File: src/rtl/dcim_macro_driver.sv
// Host-side driver for a digital compute-in-memory macro: sequences weight writes and
// compute requests, watches the macro done flag with a timeout, and returns one result per compute.
module dcim_macro_driver #(
  parameter int unsigned TIMEOUT = 1024
) (
  input  logic         clk,
  input  logic         rst,
  input  logic         cmd_valid,
  output logic         cmd_ready,
  input  logic         cmd_op,
  input  logic [2:0]   cmd_row,
  input  logic [23:0]  cmd_data,
  input  logic [191:0] cmd_xin,
  input  logic         cmd_inwidth,
  input  logic         cmd_wwidth,
  output logic [23:0]  m_D,
  output logic [7:0]   m_WA,
  output logic         m_acm_en,
  output logic         m_cima,
  output logic         m_start,
  output logic         m_inwidth,
  output logic         m_wwidth,
  output logic [191:0] m_xin0,
  input  logic [50:0]  m_nout,
  input  logic         m_st,
  output logic         res_valid,
  input  logic         res_ready,
  output logic [50:0]  res_data,
  output logic         res_err
);

  localparam int unsigned ROW_W  = 3;
  localparam int unsigned DATA_W = 24;
  localparam int unsigned WA_W   = 8;
  localparam int unsigned XIN_W  = 192;
  localparam int unsigned RES_W  = 51;
  localparam int unsigned CNT_W  = 16;

  typedef enum logic [2:0] {
    IDLE  = 3'd0,
    WR    = 3'd1,
    GAP   = 3'd2,
    SETUP = 3'd3,
    START = 3'd4,
    WAIT  = 3'd5,
    RESP  = 3'd6
  } state_t;

  state_t             state_q, state_d;
  logic [CNT_W-1:0]   cnt_q, cnt_d;
  logic [ROW_W-1:0]   row_q, row_d;
  logic [DATA_W-1:0]  data_q, data_d;
  logic [XIN_W-1:0]   xin_q, xin_d;
  logic               inw_q, inw_d;
  logic               ww_q, ww_d;

  logic               cmd_ready_q, cmd_ready_d;
  logic [DATA_W-1:0]  m_d_q, m_d_d;
  logic [WA_W-1:0]    m_wa_q, m_wa_d;
  logic               m_acm_en_q;
  logic               m_cima_q, m_cima_d;
  logic               m_start_q, m_start_d;
  logic               m_inw_q, m_inw_d;
  logic               m_ww_q, m_ww_d;
  logic [XIN_W-1:0]   m_xin_q, m_xin_d;
  logic               res_valid_q, res_valid_d;
  logic [RES_W-1:0]   res_data_q, res_data_d;
  logic               res_err_q, res_err_d;

  logic               hs;
  logic               in_cim;

  // Next state, captured command, and output values decoded from the next state
  always_comb begin
    state_d    = state_q;
    cnt_d      = '0;
    row_d      = row_q;
    data_d     = data_q;
    xin_d      = xin_q;
    inw_d      = inw_q;
    ww_d       = ww_q;
    res_data_d = res_data_q;
    res_err_d  = res_err_q;
    hs         = cmd_valid && cmd_ready_q;

    unique case (state_q)
      IDLE: begin
        if (hs) begin
          row_d   = cmd_row;
          data_d  = cmd_data;
          xin_d   = cmd_xin;
          inw_d   = cmd_inwidth;
          ww_d    = cmd_wwidth;
          state_d = cmd_op ? SETUP : WR;
        end
      end
      WR:    state_d = GAP;
      GAP:   state_d = IDLE;
      SETUP: state_d = START;
      START: state_d = WAIT;
      WAIT: begin
        // A done flag on the final allowed cycle still counts as a normal completion
        if (m_st) begin
          res_data_d = m_nout;
          res_err_d  = 1'b0;
          state_d    = RESP;
        end else if (cnt_q == CNT_W'(TIMEOUT - 1)) begin
          res_data_d = '0;
          res_err_d  = 1'b1;
          state_d    = RESP;
        end else begin
          cnt_d = cnt_q + CNT_W'(1);
        end
      end
      RESP: begin
        if (res_ready) begin
          res_data_d = '0;
          res_err_d  = 1'b0;
          state_d    = IDLE;
        end
      end
      default: state_d = IDLE;
    endcase

    in_cim      = (state_d == SETUP) || (state_d == START) || (state_d == WAIT);
    cmd_ready_d = (state_d == IDLE);
    m_wa_d      = (state_d == WR) ? (WA_W'(1) << row_d) : '0;
    m_d_d       = (state_d == WR) ? data_d : '0;
    m_cima_d    = in_cim;
    m_start_d   = (state_d == START);
    m_xin_d     = in_cim ? xin_d : '0;
    m_inw_d     = in_cim ? inw_d : 1'b0;
    m_ww_d      = in_cim ? ww_d : 1'b0;
    res_valid_d = (state_d == RESP);
  end

  always_ff @(posedge clk) begin
    if (rst) begin
      state_q     <= IDLE;
      cnt_q       <= '0;
      row_q       <= '0;
      data_q      <= '0;
      xin_q       <= '0;
      inw_q       <= 1'b0;
      ww_q        <= 1'b0;
      cmd_ready_q <= 1'b0;
      m_d_q       <= '0;
      m_wa_q      <= '0;
      m_acm_en_q  <= 1'b0;
      m_cima_q    <= 1'b0;
      m_start_q   <= 1'b0;
      m_inw_q     <= 1'b0;
      m_ww_q      <= 1'b0;
      m_xin_q     <= '0;
      res_valid_q <= 1'b0;
      res_data_q  <= '0;
      res_err_q   <= 1'b0;
    end else begin
      state_q     <= state_d;
      cnt_q       <= cnt_d;
      row_q       <= row_d;
      data_q      <= data_d;
      xin_q       <= xin_d;
      inw_q       <= inw_d;
      ww_q        <= ww_d;
      cmd_ready_q <= cmd_ready_d;
      m_d_q       <= m_d_d;
      m_wa_q      <= m_wa_d;
      m_acm_en_q  <= 1'b1;
      m_cima_q    <= m_cima_d;
      m_start_q   <= m_start_d;
      m_inw_q     <= m_inw_d;
      m_ww_q      <= m_ww_d;
      m_xin_q     <= m_xin_d;
      res_valid_q <= res_valid_d;
      res_data_q  <= res_data_d;
      res_err_q   <= res_err_d;
    end
  end

  assign cmd_ready = cmd_ready_q;
  assign m_D       = m_d_q;
  assign m_WA      = m_wa_q;
  assign m_acm_en  = m_acm_en_q;
  assign m_cima    = m_cima_q;
  assign m_start   = m_start_q;
  assign m_inwidth = m_inw_q;
  assign m_wwidth  = m_ww_q;
  assign m_xin0    = m_xin_q;
  assign res_valid = res_valid_q;
  assign res_data  = res_data_q;
  assign res_err   = res_err_q;

endmodule

File: config.mk
export PLATFORM = sky130hd
export DESIGN_NAME = dcim_macro_driver
export DESIGN_NICKNAME = d
export VERILOG_FILES = /design/src/rtl/dcim_macro_driver.sv
export SDC_FILE = /design/constraint.sdc
export NUM_CORES = 1
export LEC_CHECK = 0
export CORE_MARGIN = 8
export CORE_UTILIZATION = 35
export CTS_BUF_LIST = sky130_fd_sc_hd__clkbuf_2
export DETAILED_ROUTE_END_ITERATION = 8
export HOLD_SLACK_MARGIN = 0.12
export SETUP_SLACK_MARGIN = 0.5
export SYNTH_ARGS = -nofsm -noshare
export SYNTH_HDL_FRONTEND = slang
export SYNTH_SLANG_ARGS = --single-unit
export TNS_END_PERCENT = 20
File: constraint.sdc
create_clock -name clk -period 2.4 [get_ports clk]
set_clock_uncertainty 0.1 [all_clocks]
set_input_delay 0.48 -clock clk [delete_from_list [all_inputs] [get_ports clk]]
set_output_delay 0.48 -clock clk [all_outputs]
set_load 0.01 [all_outputs]
### After elaboration in Yosys (flattened, before gate mapping)

Index checks and enable logic that the tools add are counted.
Widths: inputs -> output; s select.

| cells by class | value |
|---|---|
| $add $sub $neg | 1 |
| equality and inequality tests | 13 |
| shifts and indexed selects | 1 |
| multiplexer cells | 25 |
| bitwise gates (word level) | 3 |
| reduce and logical (&&, ||, !) cells | 10 |

Operators by type and width:

| kind | number |
|---|---|
| $mux 192 | 2 |
| $mux 51 | 3 |
| $pmux 51 s2 | 1 |
| $mux 24 | 2 |
| $eq 3x3->1 const B | 6 |
| $mux 3 | 6 |
| $pmux 3 s6 | 1 |
| $add 16x1->16 const B | 1 |
| $eq 16x10->1 const B | 1 |
| $mux 1 | 8 |
| $shl 1x3->8 const A | 1 |
| $eq 3x1->1 const B | 2 |
| $eq 3x2->1 const B | 2 |
| $logic_not 3->1 | 2 |
| $reduce_or 2->1 | 2 |
| $reduce_or 4->1 | 1 |
| $ne 3x3->1 const B | 1 |
| $not 1->1 | 3 |
| $reduce_and 3->1 | 1 |
| $logic_or 1x1->1 | 2 |
| $mux 2 | 1 |
| $ne 2x2->1 const B | 1 |
| $pmux 1 s2 | 1 |
| $reduce_bool 2->1 | 1 |
| $logic_and 1x1->1 | 1 |

| storage, ports and cells | value |
|---|---|
| flip-flop bits (word level) | 523 |
| input bits | 278 |
| output and inout port bits | 283 |
| word-level logic and storage cells | 72 |

### Logic depth before layout (Yosys ltp)

| logic depth | value |
|---|---|
| depth in word-level cells | 9 |
| gate-level depth with buffers | 9 |

### Worst setup path after synthesis

OpenSTA, ideal clock, no wires.

| timing | value |
|---|---|
| path kind | in2reg |
| from | in cmd_valid |
| to | reg m_xin_q[174], in the netlist m_xin0[174] |
| setup time | 0.087 ns |
| arrival time | 1.751 ns |
| slack | 0.462 ns |
| stages | 6 |
| cells stage by stage | nand2_2 nor4b_4 clkbuf_1 clkbuf_1 o211ai_1 o31ai_1 |

| on the way | value |
|---|---|
| longest elaborated chain between the ends | 8 |
| elaborated cells on any way between the ends | 12 |
| those cells by class | 3 x eq/ne; 4 x mux; 1 x bitwise; 4 x reduce/logical |

RTL lines:

| item | RTL line | source |
|---|---|---|
| start, declared | 8 | `input logic cmd_valid,` |
| $logic_and 1x1->1 * | 84 | `hs = cmd_valid && cmd_ready_q;` |
| $mux 3 | 88 | `if (hs) begin` |
| $pmux 3 s6 | 86 | `unique case (state_q)` |
| $eq 3x2->1 / $eq 3x3->1 (equally long branches) | 125 | `in_cim = (state_d == SETUP) \|\| (state_d == START) \|\| (state_d == WAIT);` |
| $logic_or 1x1->1 (2 in series) | 125 |  |
| $not 1->1 (no line) | -- |  |
| $reduce_or 2->1 (no line) | -- |  |
| end signal, assigned | 174 | `m_xin_q <= m_xin_d;` |
| end, declared | 65 | `logic [XIN_W-1:0] m_xin_q, m_xin_d;` |

Mark *: on every way between the ends. The rest lies on a longest branch, timed or not.
A chain may end at the register's enable or synchronous reset.

### Final worst setup path

| timing | value |
|---|---|
| from | reg m_xin_q[173], in the netlist m_xin0[173] |
| to | out m_xin0[173] |

RTL lines:

| item | RTL line | source |
|---|---|---|
| end, declared | 23 | `output logic [191:0] m_xin0,` |

No word-level cell between the ends.

==> impl_metrics.yaml <==
global_route:
  grt_pass1_vias: 20453
  grt_pass1_wl_um: 115000
  antenna_found_initial: 9
  grt_max_degree: 74
  overflow: 0
  grt_usage_pct: 23.9
worst_setup_path:
  crit_fanout: 1
  crit_slowest_cell: "dfxtp_2"
  r2r_start: "cnt_q[10]"
  arrival_ns: 1.72
  regToRegSetupSlack_ns: 0.18
  start_kind: "flip-flop"
  r2r_cells: 6
  cp_slowest_stage_delay_ns: 0.34
  path_cells: "buf_6"
  cp.depth: 1
  endpoint_kind: "primary output"
  cp_data_required_time_ns: 1.82
  path_buf_inv: 1
  r2r-end: "m_xin0[101]"
  crit_family: "flip-flops"
  path_class: "flip-flop to primary output"
final_layout:
  final_cells: 3803
  final_common_cell: "dlygate4sd3_1"
  area_growth_pct: 84.2
  drive_gt1_share_pct: 32.8
  fin_nets: 3301
  mostFrequentLayoutCells: "dlygate4sd3_1 (527), nand2_1 (396), clkdlybuf4s50_1 (276), dfxtp_1 (264), buf_6 (231)"
floorplan:
  fp-row-count: 83
  dieHeight_um: 244
  start_util_pct: 35.4
  pin_count: 561
  die_area_um2: 59400
  coreArea_um2: 51300
  die_x_um: 244
pwr:
  switching_share_pct: 28.4
  peakVddDrop_mv: 0.329
  power_density_nw_per_um2: 514
  power_frac_seq_pct: 49.8
  power.share.clock_pct: 35.2
  power_leakage_uw: 0.0128
  p_sw_uw: 4880
  p_int_uw: 12300
  power_frac_comb_pct: 15.0
clocking:
  htree_num_levels: 4
  clock_latency_ns: 1.26
  cts_buffer_depth: 3
  cts_sinks: 498
  path_clk_slew_ns: 0.10
  tritoncts: "yes"
  clockRootBuffer: "clkbuf_2"
  cts_buffers: 136
job:
  max_cap_viol_count: 0
drt:
  vias_per_cell: 5.16
  num_vias: 19639
  wl_um: 77300
  drc: 0
  avgRoutedWirePerCell_um: 20.3
  drtIter0Drc: 1165
  first_pass_iters: 5
  final_antenna_net_count: 0
timing:
  min_period_ns: 2.30
  setup_violations: 0
  fin_crit_sh_pct: 96.0
  rsz0062_at_grt: "yes"
  worst_slew_margin_rel_pct: 44.7
  finalHoldWorstSlack_ns: 0.297
  tightest_slew_ns: 0.830
  max_freq_mhz: 434
  maxSlewViolCount: 0
  hold_viol: 0
place:
  port_buffers: 560
  gp_congestion: 0.800
  dpl.hpwl_um: 45800
  numPlacedInstances: 3028
worst_hold_path:
  min_from: "xin_q[182]"
  whs_path_depth: 2
  min_path_type: "flip-flop to flip-flop"
  min_to: "m_xin0[182]"
synthesis:
  ys_types: 51
  synth_top_cell_area_share_pct: 54.9
  synth_nets: 2147
  avgSynthCellArea_um2: 9.72
  synth-seq-area-share_pct: 54.9
  yosysTopAreaCell: "dfxtp_1"
  yosys_warnings: 0
  synth-edff-count: 0
  syn_inst: 1868
  ys_ff_latch: 498
  synthArstFlopShare_pct: 0
  synth_area_um2: 18100
  synth.area.top_cells: "dfxtp_1 (55%), nand2_1 (8.2%), o211ai_1 (8.0%), o31ai_2 (6.2%), a21oi_1 (5.6%)"
  synth-main-ff-cell: "dfxtp_1"
run_status:
  status: "finished, final reports clean"
registers in the layout (all words and copies together) (netlist names), 2 cells and up:
register  flops
m_xin0      192
xin_q       192
res_data     51
m_D          24
cnt_q        16
m_WA          8
state_q       3
row_q         2
Yosys cell counts, types with 3 or more instances:
master and n:
a21oi_1 202, a22o_1 51, and2_1 25, and3_1 6, and4_1 3, buf_1 5, buf_2 56, buf_4 8
buf_6 12, clkbuf_1 116, dfxtp_1 498, inv_1 3, nand2_1 396, nand3_1 14, nand4_1 6, nor2_1 19
nor2b_1 3, nor3_1 4, o211a_1 3, o211ai_1 194, o21ai_0 5, o31ai_1 104, o31ai_2 90, xnor2_1 3
xor2_1 9
logic make-up (layout without fill, tap and decap cells):
family	count (synthesis)	count (layout)	synth area share, %
AOI/OAI and AO/OA	658	658	27.3
xor gates and xnor gates	12	12	0.579
and+or+nand+nor	497	497	11.8
buffers and inverters	201	1446	5.27
other	0	10	0
muxes	1	1	0.0552
adders and majority gates	1	1	0.0689
DFF	498	498	54.9
area by class of cell:
class	instances	area, um2
fill	3774	17900
inverter	3	11.3
clock inverter	31	176
antenna	10	25.0
clock buffer	198	991
multi-input combinational	1169	8530
sequential	498	10300
tap	680	851
timing repair buffer	1214	12600
routing by layer:
layer / track usage, % / routed length, um
met1: 27.1 / 29400
met5: 0 / 0
met3: 7.60 / 5840
met4: 12.0 / 2780
met2: 40.0 / 39300
power by group through the flow:
stage / Sequential [uW] / Clock (uW) / Combinational (uW)
after CTS: 8550 / 6210 / 2420
final: 8550 / 6040 / 2580
after detailed placement: 8740 / 0 / 1740
after floorplan: 8740 / 0 / 682
after global placement: 8730 / 0 / 1710
after global routing: 8570 / 6700 / 2740
worst max-delay path by stage:
stage / startpoint / endpoint / slack, ns
after detailed placement: res_ready / res_data[35] / -0.26
after global placement: res_ready / res_data[40] / -0.19
after global routing: res_data[43] / res_data[43] / -0.10
after floorplan: cmd_valid / m_xin0[52] / 0.49
final: m_xin0[173] / m_xin0[173] / 0.1
after CTS: res_data[44] / res_data[44] / -0.16
stage by stage:
| step | cell area (um2) | setup TNS [ns] | utilization (%) | setup WS [ns] | total power [uW] |
|---|---|---|---|---|---|
| 2_1_floorplan | 18200 | 0 | - | 0.486 | 9430 |
| 3_5_place_dp | 25200 | -15.58 | 49.1 | -0.258 | 10500 |
| 6_report | 33400 | 0 | 65.2 | 0.0951 | 17200 |
| 5_1_grt | 33400 | -9.61 | 65.2 | -0.102 | 18000 |
| 3_3_place_gp | 25200 | -9.36 | 49.1 | -0.186 | 10400 |
| 4_1_cts | 31200 | -30.40 | 60.7 | -0.164 | 17200 |
repair_timing:
action	CTS	global route
hold buffers	527	0
endpoints found under the hold margin	498	0
pin swaps	0	165
gates resized for setup	1439	421
endpoints found under the setup margin	690	754
setup buffers	1	7
cloned	0	0
No activity file was read; power rests on OpenSTA's default activity.
